File: src/rtl/pixel_pkg.sv
// Shared definitions for the VGA output compositor.
//   - processing mode codes and their nominal pipeline latencies
//   - default latency table (entry m at [m*6 +: 6])
//   - mode-commit FSM state encoding
//   - idle value of the {hsync, vsync, blank} delay line
//   - RGB332 -> RGB888 expansion used by the BRAM readback path
package pixel_pkg;

    typedef enum logic [2:0] {
        MODE_NONE      = 3'd0,
        MODE_SEPIA     = 3'd1,
        MODE_INVERT    = 3'd2,
        MODE_GRAYSCALE = 3'd3,
        MODE_EDGE      = 3'd4,
        MODE_CARTOON   = 3'd5
    } mode_e;

    // Upstream filter pipeline depth for each mode, in pixel clocks.
    localparam int LAT_NONE      = 2;
    localparam int LAT_SEPIA     = 5;
    localparam int LAT_INVERT    = 3;
    localparam int LAT_GRAYSCALE = 6;
    localparam int LAT_EDGE      = 12;
    localparam int LAT_CARTOON   = 20;

    // Entries 6 and 7 are unused mode codes; they fall back to the bypass latency.
    localparam logic [47:0] DEFAULT_LAT_TABLE = {
        6'(LAT_NONE),      6'(LAT_NONE),      6'(LAT_CARTOON), 6'(LAT_EDGE),
        6'(LAT_GRAYSCALE), 6'(LAT_INVERT),    6'(LAT_SEPIA),   6'(LAT_NONE)
    };

    typedef enum logic [1:0] {
        ST_IDLE     = 2'd0,
        ST_PENDING  = 2'd1,
        ST_BLANKING = 2'd2
    } commit_state_e;

    // {hsync, vsync, blank} with all three de-asserted / blanking.
    localparam logic [2:0] SYNC_IDLE = 3'b111;

    function automatic logic [23:0] rgb332_to_rgb888(input logic [7:0] d);
        return {d[7:5], 5'b0, d[4:2], 5'b0, d[1:0], 6'b0};
    endfunction

endpackage

File: src/rtl/pixel_compositor_if.sv
// Video stream bundle between the timing/filter pipeline and the compositor.
//   base_pixel  : filtered live pixel
//   layer_pixel : overlay pixels, layer i at [i*PIX_W +: PIX_W]
//   hcount/vcount, hsync/vsync/blank : raster position and timing (sync active-low)
//   pixel_out, hsync_out, vsync_out, blank_out : composited, latency-aligned output
// master = stream source / sink side, slave = compositor.
interface pixel_compositor_if #(
    parameter int PIX_W    = 24,
    parameter int N_LAYERS = 4
);
    logic [PIX_W-1:0]          base_pixel;
    logic [N_LAYERS*PIX_W-1:0] layer_pixel;
    logic [10:0]               hcount;
    logic [9:0]                vcount;
    logic                      hsync;
    logic                      vsync;
    logic                      blank;
    logic [PIX_W-1:0]          pixel_out;
    logic                      hsync_out;
    logic                      vsync_out;
    logic                      blank_out;

    modport master (
        output base_pixel, layer_pixel, hcount, vcount, hsync, vsync, blank,
        input  pixel_out, hsync_out, vsync_out, blank_out
    );

    modport slave (
        input  base_pixel, layer_pixel, hcount, vcount, hsync, vsync, blank,
        output pixel_out, hsync_out, vsync_out, blank_out
    );
endinterface

File: src/rtl/sync_delay_line.sv
// Fixed-depth shift register with a run-time selectable output tap.
//   clk, reset_n : pixel clock, async active-low reset (all stages load IDLE)
//   din          : WIDTH-bit word entering stage 0 every cycle
//   tap          : delay in cycles, 1..DEPTH (0 behaves as 1)
//   dout         : din delayed by tap cycles, taken straight from a flop
module sync_delay_line #(
    parameter int               WIDTH = 3,
    parameter int               DEPTH = 48,
    parameter logic [WIDTH-1:0] IDLE  = '1,
    parameter int               TAP_W = $clog2(DEPTH + 1)
) (
    input  logic             clk,
    input  logic             reset_n,
    input  logic [WIDTH-1:0] din,
    input  logic [TAP_W-1:0] tap,
    output logic [WIDTH-1:0] dout
);

    localparam int IDX_W = (DEPTH > 1) ? $clog2(DEPTH) : 1;

    logic [WIDTH-1:0] stage [DEPTH];
    logic [TAP_W-1:0] tap_m1;

    always_ff @(posedge clk or negedge reset_n) begin
        if (!reset_n) begin
            for (int i = 0; i < DEPTH; i++) begin
                stage[i] <= IDLE;
            end
        end else begin
            stage[0] <= din;
            for (int i = 1; i < DEPTH; i++) begin
                stage[i] <= stage[i-1];
            end
        end
    end

    // stage[k] holds din from k+1 cycles ago.
    assign tap_m1 = (tap == '0) ? '0 : tap - 1'b1;
    assign dout   = stage[IDX_W'(tap_m1)];

endmodule

File: src/rtl/pixel_compositor.sv
// Final-stage pixel compositor for the VGA output path.
// Merges the filtered base pixel with prioritised colour-keyed overlays, a border and
// an RGB332 BRAM readback path, and re-aligns hsync/vsync/blank to the latency of the
// currently committed processing mode. Mode changes take effect on a vsync falling
// edge, followed by a MAX_DLY-cycle blanking window while the delay line refills.
// Ports:
//   clk, reset_n   : pixel clock, async active-low reset (release synchronised upstream)
//   mode_sel       : requested processing mode
//   lat_table      : per-mode sync delay, entry m at [m*LAT_W +: LAT_W]
//   border_en      : draw a 2-px border around the active area
//   layer_en       : per-overlay enable, layer 0 highest priority
//   readback_en/valid/dout : show stored RGB332 frame instead of live video
//   force_black    : blank the video completely
//   vid            : video stream in/out (see pixel_compositor_if)
//   active_mode    : currently committed mode
//   switching      : high during the post-commit blanking window
//
// Mode commit FSM:
//   state       | meaning
//   ST_IDLE     | committed mode equals the requested mode
//   ST_PENDING  | different mode requested, waiting for the vsync falling edge
//   ST_BLANKING | mode just committed, blank_out held high for MAX_DLY cycles
module pixel_compositor
    import pixel_pkg::*;
#(
    parameter int               PIX_W      = 24,
    parameter int               N_LAYERS   = 4,
    parameter int               N_MODES    = 8,
    parameter int               LAT_W      = 6,
    parameter int               MAX_DLY    = 48,
    parameter logic [PIX_W-1:0] KEY_RGB    = 24'hFFFFFF,
    parameter int               H_ACTIVE   = 640,
    parameter int               V_ACTIVE   = 480,
    parameter logic [PIX_W-1:0] BORDER_RGB = 24'hFFFFFF
) (
    input  logic                       clk,
    input  logic                       reset_n,
    input  logic [$clog2(N_MODES)-1:0] mode_sel,
    input  logic [N_MODES*LAT_W-1:0]   lat_table,
    input  logic                       border_en,
    input  logic [N_LAYERS-1:0]        layer_en,
    input  logic                       readback_en,
    input  logic                       readback_valid,
    input  logic [7:0]                 readback_dout,
    input  logic                       force_black,
    pixel_compositor_if.slave          vid,
    output logic [$clog2(N_MODES)-1:0] active_mode,
    output logic                       switching
);

    localparam int TAP_W = $clog2(MAX_DLY + 1);
    localparam int CNT_W = (MAX_DLY > 1) ? $clog2(MAX_DLY) : 1;

    localparam logic [10:0] H_EDGE = 11'(H_ACTIVE - 2);
    localparam logic [10:0] H_LAST = 11'(H_ACTIVE - 1);
    localparam logic [9:0]  V_EDGE = 10'(V_ACTIVE - 2);
    localparam logic [9:0]  V_LAST = 10'(V_ACTIVE - 1);

    // ------------------------------------------------------------------
    // Pixel path
    // ------------------------------------------------------------------
    logic [PIX_W-1:0] layer_arr [N_LAYERS];
    logic [PIX_W-1:0] pix_next;
    logic [PIX_W-1:0] pix_q;
    logic             on_border;

    always_comb begin
        for (int i = 0; i < N_LAYERS; i++) begin
            layer_arr[i] = vid.layer_pixel[i*PIX_W +: PIX_W];
        end
    end

    assign on_border = (vid.hcount < 11'd2)
                    || (vid.hcount >= H_EDGE && vid.hcount <= H_LAST)
                    || (vid.vcount < 10'd2)
                    || (vid.vcount >= V_EDGE && vid.vcount <= V_LAST);

    // Later assignments override earlier ones, so the sources are applied from
    // lowest to highest priority; the layer loop runs downwards so layer 0 wins.
    always_comb begin
        pix_next = vid.base_pixel;
        for (int i = N_LAYERS - 1; i >= 0; i--) begin
            if (layer_en[i] && (layer_arr[i] != KEY_RGB)) begin
                pix_next = layer_arr[i];
            end
        end
        if (border_en && on_border) begin
            pix_next = BORDER_RGB;
        end
        if (readback_en) begin
            pix_next = readback_valid ? PIX_W'(rgb332_to_rgb888(readback_dout))
                                      : {PIX_W{1'b1}};
        end
        if (force_black) begin
            pix_next = '0;
        end
    end

    always_ff @(posedge clk or negedge reset_n) begin
        if (!reset_n) begin
            pix_q <= '0;
        end else begin
            pix_q <= pix_next;
        end
    end

    assign vid.pixel_out = pix_q;

    // ------------------------------------------------------------------
    // Sync path
    // ------------------------------------------------------------------
    logic [LAT_W-1:0] lat_arr [N_MODES];
    logic [LAT_W-1:0] lat_entry;
    logic [TAP_W-1:0] tap;
    logic [2:0]       sync_dly;

    always_comb begin
        for (int m = 0; m < N_MODES; m++) begin
            lat_arr[m] = lat_table[m*LAT_W +: LAT_W];
        end
    end

    // A zero entry would select a non-existent stage; entries beyond the line
    // depth saturate at the last stage.
    always_comb begin
        lat_entry = lat_arr[active_mode];
        if (lat_entry == '0) begin
            tap = TAP_W'(1);
        end else if (32'(lat_entry) > MAX_DLY) begin
            tap = TAP_W'(MAX_DLY);
        end else begin
            tap = TAP_W'(lat_entry);
        end
    end

    sync_delay_line #(
        .WIDTH (3),
        .DEPTH (MAX_DLY),
        .IDLE  (SYNC_IDLE),
        .TAP_W (TAP_W)
    ) u_sync_dly (
        .clk     (clk),
        .reset_n (reset_n),
        .din     ({vid.hsync, vid.vsync, vid.blank}),
        .tap     (tap),
        .dout    (sync_dly)
    );

    // The delay line contents straddle the old and new latency right after a
    // commit, so blank is held for a full line depth; h/v sync pass through.
    assign vid.hsync_out = sync_dly[2];
    assign vid.vsync_out = sync_dly[1];
    assign vid.blank_out = sync_dly[0] | switching;

    // ------------------------------------------------------------------
    // Mode commit FSM
    // ------------------------------------------------------------------
    commit_state_e    state;
    logic [CNT_W-1:0] blank_cnt;
    logic             vsync_q;
    logic             vsync_fall;

    assign vsync_fall = vsync_q & ~vid.vsync;

    always_ff @(posedge clk or negedge reset_n) begin
        if (!reset_n) begin
            state       <= ST_IDLE;
            active_mode <= '0;
            switching   <= 1'b0;
            blank_cnt   <= '0;
            vsync_q     <= 1'b1;
        end else begin
            vsync_q <= vid.vsync;
            case (state)
                ST_IDLE: begin
                    if (mode_sel != active_mode) begin
                        state <= ST_PENDING;
                    end
                end
                ST_PENDING: begin
                    if (mode_sel == active_mode) begin
                        state <= ST_IDLE;
                    end else if (vsync_fall) begin
                        active_mode <= mode_sel;
                        blank_cnt   <= CNT_W'(MAX_DLY - 1);
                        switching   <= 1'b1;
                        state       <= ST_BLANKING;
                    end
                end
                ST_BLANKING: begin
                    if (blank_cnt == '0) begin
                        switching <= 1'b0;
                        state     <= ST_IDLE;
                    end else begin
                        blank_cnt <= blank_cnt - 1'b1;
                    end
                end
                default: begin
                    state     <= ST_IDLE;
                    switching <= 1'b0;
                end
            endcase
        end
    end

endmodule

File: src/flat_wrapper.sv
// flat-port wrapper written by rule: the top's interface ports become plain ports
module pixel_compositor_flat import pixel_pkg::*;
#(
    parameter int               PIX_W      = 24,
    parameter int               N_LAYERS   = 4,
    parameter int               N_MODES    = 8,
    parameter int               LAT_W      = 6,
    parameter int               MAX_DLY    = 48,
    parameter logic [PIX_W-1:0] KEY_RGB    = 24'hFFFFFF,
    parameter int               H_ACTIVE   = 640,
    parameter int               V_ACTIVE   = 480,
    parameter logic [PIX_W-1:0] BORDER_RGB = 24'hFFFFFF
)
  (clk, reset_n, mode_sel, lat_table, border_en, layer_en, readback_en, readback_valid, readback_dout, force_black, active_mode, switching, vid_base_pixel, vid_layer_pixel, vid_hcount, vid_vcount, vid_hsync, vid_vsync, vid_blank, vid_pixel_out, vid_hsync_out, vid_vsync_out, vid_blank_out);
  pixel_compositor_if #(.PIX_W(PIX_W), .N_LAYERS(N_LAYERS)) vid_i ();
  input  logic clk;
  input  logic reset_n;
  input  logic [$clog2(N_MODES)-1:0] mode_sel;
  input  logic [N_MODES*LAT_W-1:0] lat_table;
  input  logic border_en;
  input  logic [N_LAYERS-1:0] layer_en;
  input  logic readback_en;
  input  logic readback_valid;
  input  logic [7:0] readback_dout;
  input  logic force_black;
  output logic [$clog2(N_MODES)-1:0] active_mode;
  output logic switching;
  input wire logic [$bits(vid_i.base_pixel)-1:0] vid_base_pixel;
  input wire logic [$bits(vid_i.layer_pixel)-1:0] vid_layer_pixel;
  input wire logic [$bits(vid_i.hcount)-1:0] vid_hcount;
  input wire logic [$bits(vid_i.vcount)-1:0] vid_vcount;
  input wire logic [$bits(vid_i.hsync)-1:0] vid_hsync;
  input wire logic [$bits(vid_i.vsync)-1:0] vid_vsync;
  input wire logic [$bits(vid_i.blank)-1:0] vid_blank;
  output wire logic [$bits(vid_i.pixel_out)-1:0] vid_pixel_out;
  output wire logic [$bits(vid_i.hsync_out)-1:0] vid_hsync_out;
  output wire logic [$bits(vid_i.vsync_out)-1:0] vid_vsync_out;
  output wire logic [$bits(vid_i.blank_out)-1:0] vid_blank_out;
  assign vid_i.base_pixel = vid_base_pixel;
  assign vid_i.layer_pixel = vid_layer_pixel;
  assign vid_i.hcount = vid_hcount;
  assign vid_i.vcount = vid_vcount;
  assign vid_i.hsync = vid_hsync;
  assign vid_i.vsync = vid_vsync;
  assign vid_i.blank = vid_blank;
  assign vid_pixel_out = vid_i.pixel_out;
  assign vid_hsync_out = vid_i.hsync_out;
  assign vid_vsync_out = vid_i.vsync_out;
  assign vid_blank_out = vid_i.blank_out;
  pixel_compositor #(.PIX_W(PIX_W), .N_LAYERS(N_LAYERS), .N_MODES(N_MODES), .LAT_W(LAT_W), .MAX_DLY(MAX_DLY), .KEY_RGB(KEY_RGB), .H_ACTIVE(H_ACTIVE), .V_ACTIVE(V_ACTIVE), .BORDER_RGB(BORDER_RGB)) u_core (.clk(clk), .reset_n(reset_n), .mode_sel(mode_sel), .lat_table(lat_table), .border_en(border_en), .layer_en(layer_en), .readback_en(readback_en), .readback_valid(readback_valid), .readback_dout(readback_dout), .force_black(force_black), .vid(vid_i), .active_mode(active_mode), .switching(switching));
endmodule
File: config.mk
export PLATFORM = sky130hd
export DESIGN_NAME = pixel_compositor_flat
export DESIGN_NICKNAME = d
export VERILOG_FILES = /design/src/rtl/pixel_pkg.sv /design/src/rtl/pixel_compositor_if.sv /design/src/rtl/sync_delay_line.sv /design/src/rtl/pixel_compositor.sv /design/src/flat_wrapper.sv
export SDC_FILE = /design/constraint.sdc
export NUM_CORES = 1
export LEC_CHECK = 0
export CORE_MARGIN = 2
export CORE_UTILIZATION = 52
export DETAILED_ROUTE_END_ITERATION = 16
export GPL_TIMING_DRIVEN = 0
export PLACE_DENSITY = 0.9
export SLEW_MARGIN = 5
export SYNTH_ARGS = -nofsm -noshare
export SYNTH_HDL_FRONTEND = slang
export SYNTH_SLANG_ARGS = --single-unit
File: constraint.sdc
create_clock -name clk -period 7.25 [get_ports clk]
set_input_delay 1.0875 -clock clk [delete_from_list [all_inputs] [get_ports clk]]
set_output_delay 1.0875 -clock clk [all_outputs]
set_load 0.1 [all_outputs]
Word level (Yosys, flattened, before mapping) --
Index checks and enable logic that the tools add are counted.
Storage, ports and cells: bits in registers 181, latch bits 0, bits in writable memories 0, memory bits (read-only) 0, output and inout bits 31, word-level logic and storage cells 135, memories kept 0
Operators by class: add/subtract/negate cells 2, $mul 0, divide/modulo/power cells 0, magnitude comparators 9, equality and inequality tests 14, shift operators 0, muxes and demuxes 30, bitwise operators 7, reductions and logical operators 19
Operators with widths (count):
- two-way mux 24 bit | 8
- inequality test 24 bit, second input constant | 4
- two-way mux 6 bit | 8
- binary-select mux 3 bit (select 6 bit) | 1
- binary-select mux 6 bit (select 3 bit) | 1
- logical NOT 6 bit | 3
- case mux 6 bit (2 select lines) | 1
- subtractor 6 x 1 -> 6 bit, second input constant | 2
- greater-or-equal comparator 11 x 10 -> 1 bit, second input constant | 1
- less-or-equal comparator 11 x 10 -> 1 bit, second input constant | 1
- < comparator 11 x 2 -> 1 bit, second input constant | 1
- greater-or-equal comparator 10 x 9 -> 1 bit, second input constant | 1
- less-or-equal comparator 10 x 9 -> 1 bit, second input constant | 1
- < comparator 10 x 2 -> 1 bit, second input constant | 1
- two-way mux 2 bit | 4
- AND reduction 4 bit | 2
- greater-or-equal comparator 7 bit, second input constant | 1
- logical AND 1 bit | 7
- inverter 6 -> 7 bit | 1
- > comparator 6 bit, second input constant | 1
- two-way mux 3 bit | 2
- inequality test 2 x 1 -> 1 bit, second input constant | 3
- case mux 2 bit (3 select lines) | 1
- AND reduction 3 bit | 2
- 16 further kinds | 23

Logic depth before layout (Yosys ltp) --
word-level depth 14, gate-level depth with buffers 18

Cells and area by module --
A second synthesis with hierarchy kept.
Unflattened totals: cell total of the unflattened synthesis 727, area total of the unflattened synthesis 8585.7 sq um
By module, submodules not included:
- sync_delay_line | instances 1, cells an instance 381, area an instance 5437.7 sq um, seq. area each 3783.6 sq um
- pixel_compositor | instances 1, cells an instance 346, area an instance 3148.0 sq um, seq. area each 927.1 sq um

Worst setup path before layout --
No wires, ideal clock.
kind flip-flop to output port, start reg u_core.active_mode[0], end out vid_hsync_out, data arrival time 6.459 ns, setup slack -0.297 ns, cell stages (with the launch flop) 17, buffers on the path 4, path through dfrtp_1 buf_6 buf_6 mux4_2 mux2i_4 nand4_4 o21ai_4 inv_2 buf_2 ha_1 clkbuf_1 clkinv_1 and2_1 o21ai_0 o211a_1 o22ai_1 o32ai_1
Between the ends: longest elaborated chain between the ends 13, elaborated cells on any way between the ends 15, those cells by class add/sub (1); order compare (1); mux (9); bitwise (2); reduce/logical (2)
RTL lines:
- from (decl) | line pixel_compositor.sv:47 | output logic [$clog2(N_MODES)-1:0] active_mode,
- from (signal assigned) | line pixel_compositor.sv:184 | active_mode <= mode_sel;
- inverter 3 -> 4 bit (implied by the code) (*) | line pixel_compositor.sv:126 | lat_entry = lat_arr[active_mode];
- binary-select mux 6 bit (select 3 bit) (*) | line pixel_compositor.sv:126
- two-way mux 6 bit (implied by the code) (*) (2 in a row) | line pixel_compositor.sv:126
- > comparator 6 bit | line pixel_compositor.sv:129 | end else if (32'(lat_entry) > MAX_DLY) begin
- two-way mux 6 bit | line pixel_compositor.sv:129
- two-way mux 6 bit (*) | line pixel_compositor.sv:127 | if (lat_entry == '0) begin
- subtractor 6 x 1 -> 6 bit / logical NOT 6 bit (equally long branches) | line sync_delay_line.sv:38 | assign tap_m1 = (tap == '0) ? '0 : tap - 1'b1;
- two-way mux 6 bit (*) | line sync_delay_line.sv:38
- inverter 6 -> 7 bit (implied by the code) (*) | line sync_delay_line.sv:39 | assign dout = stage[IDX_W'(tap_m1)];
- binary-select mux 3 bit (select 6 bit) (*) | line sync_delay_line.sv:39
- two-way mux 3 bit (implied by the code) (*) (2 in a row) | line sync_delay_line.sv:39
- to (decl) | line flat_wrapper.sv:36 | output wire logic [$bits(vid_i.hsync_out)-1:0] vid_hsync_out;
Mark *: on every way between the ends. The rest lies on a longest branch, timed or not. The select of a mux whose other input is x is not followed.

Final worst setup path --
start in lat_table[40], end out vid_blank_out
Between the ends: longest elaborated chain between the ends 13, elaborated cells on any way between the ends 15, those cells by class add/sub (1); order compare (1); mux (9); bitwise (2); reduce/logical (2)
RTL lines:
- from (decl) | line flat_wrapper.sv:19 | input logic [N_MODES*LAT_W-1:0] lat_table;
- binary-select mux 6 bit (select 3 bit) (*) | line pixel_compositor.sv:126
- two-way mux 6 bit (implied by the code) (*) (2 in a row) | line pixel_compositor.sv:126
- > comparator 6 bit | line pixel_compositor.sv:129
- two-way mux 6 bit | line pixel_compositor.sv:129
- two-way mux 6 bit (*) | line pixel_compositor.sv:127
- subtractor 6 x 1 -> 6 bit / logical NOT 6 bit (equally long branches) | line sync_delay_line.sv:38
- two-way mux 6 bit (*) | line sync_delay_line.sv:38
- inverter 6 -> 7 bit (implied by the code) (*) | line sync_delay_line.sv:39
- binary-select mux 3 bit (select 6 bit) (*) | line sync_delay_line.sv:39
- two-way mux 3 bit (implied by the code) (*) (2 in a row) | line sync_delay_line.sv:39
- OR 1 bit (*) | line pixel_compositor.sv:153 | assign vid.blank_out = sync_dly[0] | switching;
- to (decl) | line flat_wrapper.sv:38 | output wire logic [$bits(vid_i.blank_out)-1:0] vid_blank_out;
Marks and branches as above.

==> results.toml <==
[run_status]
outcome = "complete, no violations"

[synthesis]
yosysMostFrequentCell = "dfstp_2"
yosysUniqueCellTypes = 69
synthCells = 766
synth_top_area_frac = 0.442
syn_avg_cell_area_um2 = 11.2
synth_top_cell_by_area = "dfstp_2"
synthArstFlopShare = 1.00
synth_seq_cells = 180
yosys-top-cells-area = "dfstp_2 (44%), dfrtp_1 (11%), mux2i_1 (8.9%)"
synth_nets = 983
netlist_area_mm2 = 0.00855
synth-main-ff-cell = "dfstp_2"
synth_edf_count = 0
ys_seq_area_frac = 0.548
yosys-top-cells-count = "dfstp_2 (144), nand2_1 (95), mux2i_1 (76)"
yosysWarnings = 0

[timing]
worst_pin_slew_ns = 1.06
finalHoldViolations = 0
maxSlewViolCount = 0
setup_tns_ns = 0
slew_headroom = 0.288
clock_skew_ns = 0.00610
rsz0062_at_grt = "false"
fin_crit_ns = 7.16
setup_violations = 0
whs_ns = 0.357
timing.fmax_ghz = 0.140
period_share = 0.987

[cells_and_area]
diodes = 0
layout-drive-gt1-share = 0.228
layout.cells.non_filler = 1255
syn2layout_area_growth_pct = 38.4
fin_nets = 1243

[global_routing]
first_global_vias = 8128
grt_usage = 0.351
overflow = 0
grt_max_degree = 104
grt_pass1_wl_um = 46200
antenna_found_initial = 0

[pwr]
p_comb_frac = 0.660
power_switching_mw = 2.99
swShare = 0.509
powerDensity_mw_per_mm2 = 496
clock_power_share = 0.143
seq_power_share = 0.197
intPower_mw = 2.88
finalPower_mw = 5.87
p_leak_nw = 4.75
ir_drop_v = 0.000597

[floorplanning]
die_w_um = 132
num_rows = 46
pin_count = 244
die_y_um = 132
core_area_mm2 = 0.0160
die-area_mm2 = 0.0175
start_util = 0.535

[detailed_routing]
avgViaCountPerCell = 6.18
num_vias = 7751
drtIter0Drc = 765
drtAntennaViolNets = 0
drc = 0
drtPass1Iterations = 8
wl_per_cell_um = 24.5
drt-total-wl_um = 30700

[critical_path]
worstPathMaxFanout = 11
cp.required_ns = 6.16
worst_path_largest_cell_delay_ns = 0.49
critical_path_class = "input pin to output port"
cp_cell_sequence = "clkdlybuf4s50_1, mux4_2, mux2i_1, buf_2, nand4_4, o21ai_4, inv_2, buf_2, ha_1, buf_2, inv_1, nor2_1, mux2_2, o21ai_0, o22ai_1, nor4_1, nor3_1, a211o_1, clkbuf_4"
crit_arrival_ns = 6.07
worst_setup_path_start_kind = "input pin"
critical_path.most_common_cell = "buf_2"
crit_path_top_delay_cell = "mux4_2"
reg2regPathDepth = 8
endpoint_kind = "output port"

[place]
gp_congestion = 0.994
dp.cells = 1224
hpwlAfterDp_um = 22900
port_buffers = 241

[cts]
clk_pin_slew_ns = 0.07
cts_root_buf = "clkbuf_16"
cts_tree = "built"
cts_sinks = 180
h-tree-depth = 4
cts_setup_buffers = 0
clk_latency_ns = 0.43
cts_max_path_buffers = 2
ctsHoldBuffers = 0
numCtsBuffers = 17

[min_path]
min_path_type = "register to register"
hold_path_depth = 0

[job]
maxCapViolCount = 0
-- cells by family (layout without fill, tap and decap cells) --
kind of cell,Yosys count,after routing,synth area share
compound gates,185,185,0.138
flops,180,180,0.548
simple gates,240,240,0.133
xor+xnor,8,8,0.00907
mux,98,98,0.138
buf+inv,51,324,0.0284
fa+ha+maj,4,4,0.00585
-- flip-flops by register name, indices dropped and copies added (netlist names) --
signal / flops
u_core.switching: 1
u_core.blank_cnt: 6
u_core.u_sync_dly.stage: 144
u_core.active_mode: 3
u_core.vid.pixel_out: 24
u_core.state: 2
-- through the flow --
| stage | worst slack (ns) | area [um^2] | util |
|---|---|---|---|
| floorplan | 0.469 | 8560 | - |
| global placement | -1.53 | 11200 | 0.703 |
| detailed placement | -0.753 | 11300 | 0.705 |
| CTS | 0.0675 | 11800 | 0.737 |
| global route | 0.0380 | 11800 | 0.740 |
| finish | 0.0949 | 11800 | 0.740 |
-- cells in the final DEF (no fill, tap or decap), drive strengths merged, types with 7 or more instances in the layout --
cell	n
clkbuf	42
o22ai	7
nor4	7
buf	27
mux2	7
dfrtp	36
inv	11
mux4	12
o21ai	45
a211oi	7
nor2	44
a21oi	66
nand3	17
nand2	96
nor3	18
a22oi	14
nand2b	11
dfstp	144
mux2i	79
nand4	29
clkdlybuf4s50	237
-- layer usage --
metal / up-vias / track usage / wire length [um]
met5: - / 0 / 0
met4: 0 / 0.189 / 1600
met3: 116 / 0.0892 / 2570
met2: 518 / 0.624 / 15900
met1: 3779 / 0.387 / 10700
li1: 3338 / - / -
-- area by class of cell --
class                           count  area [um^2]
Buffer                             42          213
Clock buffer                       22          454
Clock inverter                     10         73.8
Fill cell                        1055         4170
Inverter                            8         31.3
Multi-Input combinational cell    535         3670
Sequential cell                   180         4680
Tap cell                          216          270
Timing Repair Buffer              242         2440
-- final timing paths --
path | from | end | slack (ns)
setup / recovery | lat_table[40] | vid_blank_out | 0.09
setup reg to reg | u_core.active_mode[2] | u_core.blank_cnt[1] | 4.75
min in group asynchronous | reset_n | u_core.active_mode[0] | 0.61
hold / removal | u_core.u_sync_dly.stage[97] | u_core.u_sync_dly.stage[94] | 0.36
max in group asynchronous | reset_n | u_core.u_sync_dly.stage[37] | 5.75
hold reg to reg | u_core.u_sync_dly.stage[97] | u_core.u_sync_dly.stage[94] | 0.36
-- power groups by stage --
| stage | logic (mW) | registers, mW | clock network (mW) |
|---|---|---|---|
| 2_1_floorplan | 2.39 | 1.31 | 0 |
| 3_3_place_gp | 3.47 | 1.16 | 0 |
| 3_5_place_dp | 3.56 | 1.17 | 0 |
| 4_1_cts | 3.64 | 1.16 | 0.843 |
| 5_1_grt | 4.04 | 1.16 | 0.883 |
| 6_report | 3.87 | 1.16 | 0.838 |
-- repair_timing --
action                     4_1_cts  5_1_grt
setup endpoints to repair        3        3
gates cloned                     0        0
gates resized for setup         18       10
-- critical path: cells and delay by family --
kind	cells	cell delay (ns)
AND/OR/NAND/NOR	4	0.77
multiplexers	3	1.08
AO/OA/AOI/OAI	4	1.04
buffers and inverters	7	1.83
adder cells (fa/ha/maj)	1	0.24
(Power assumes the default switching activity.)
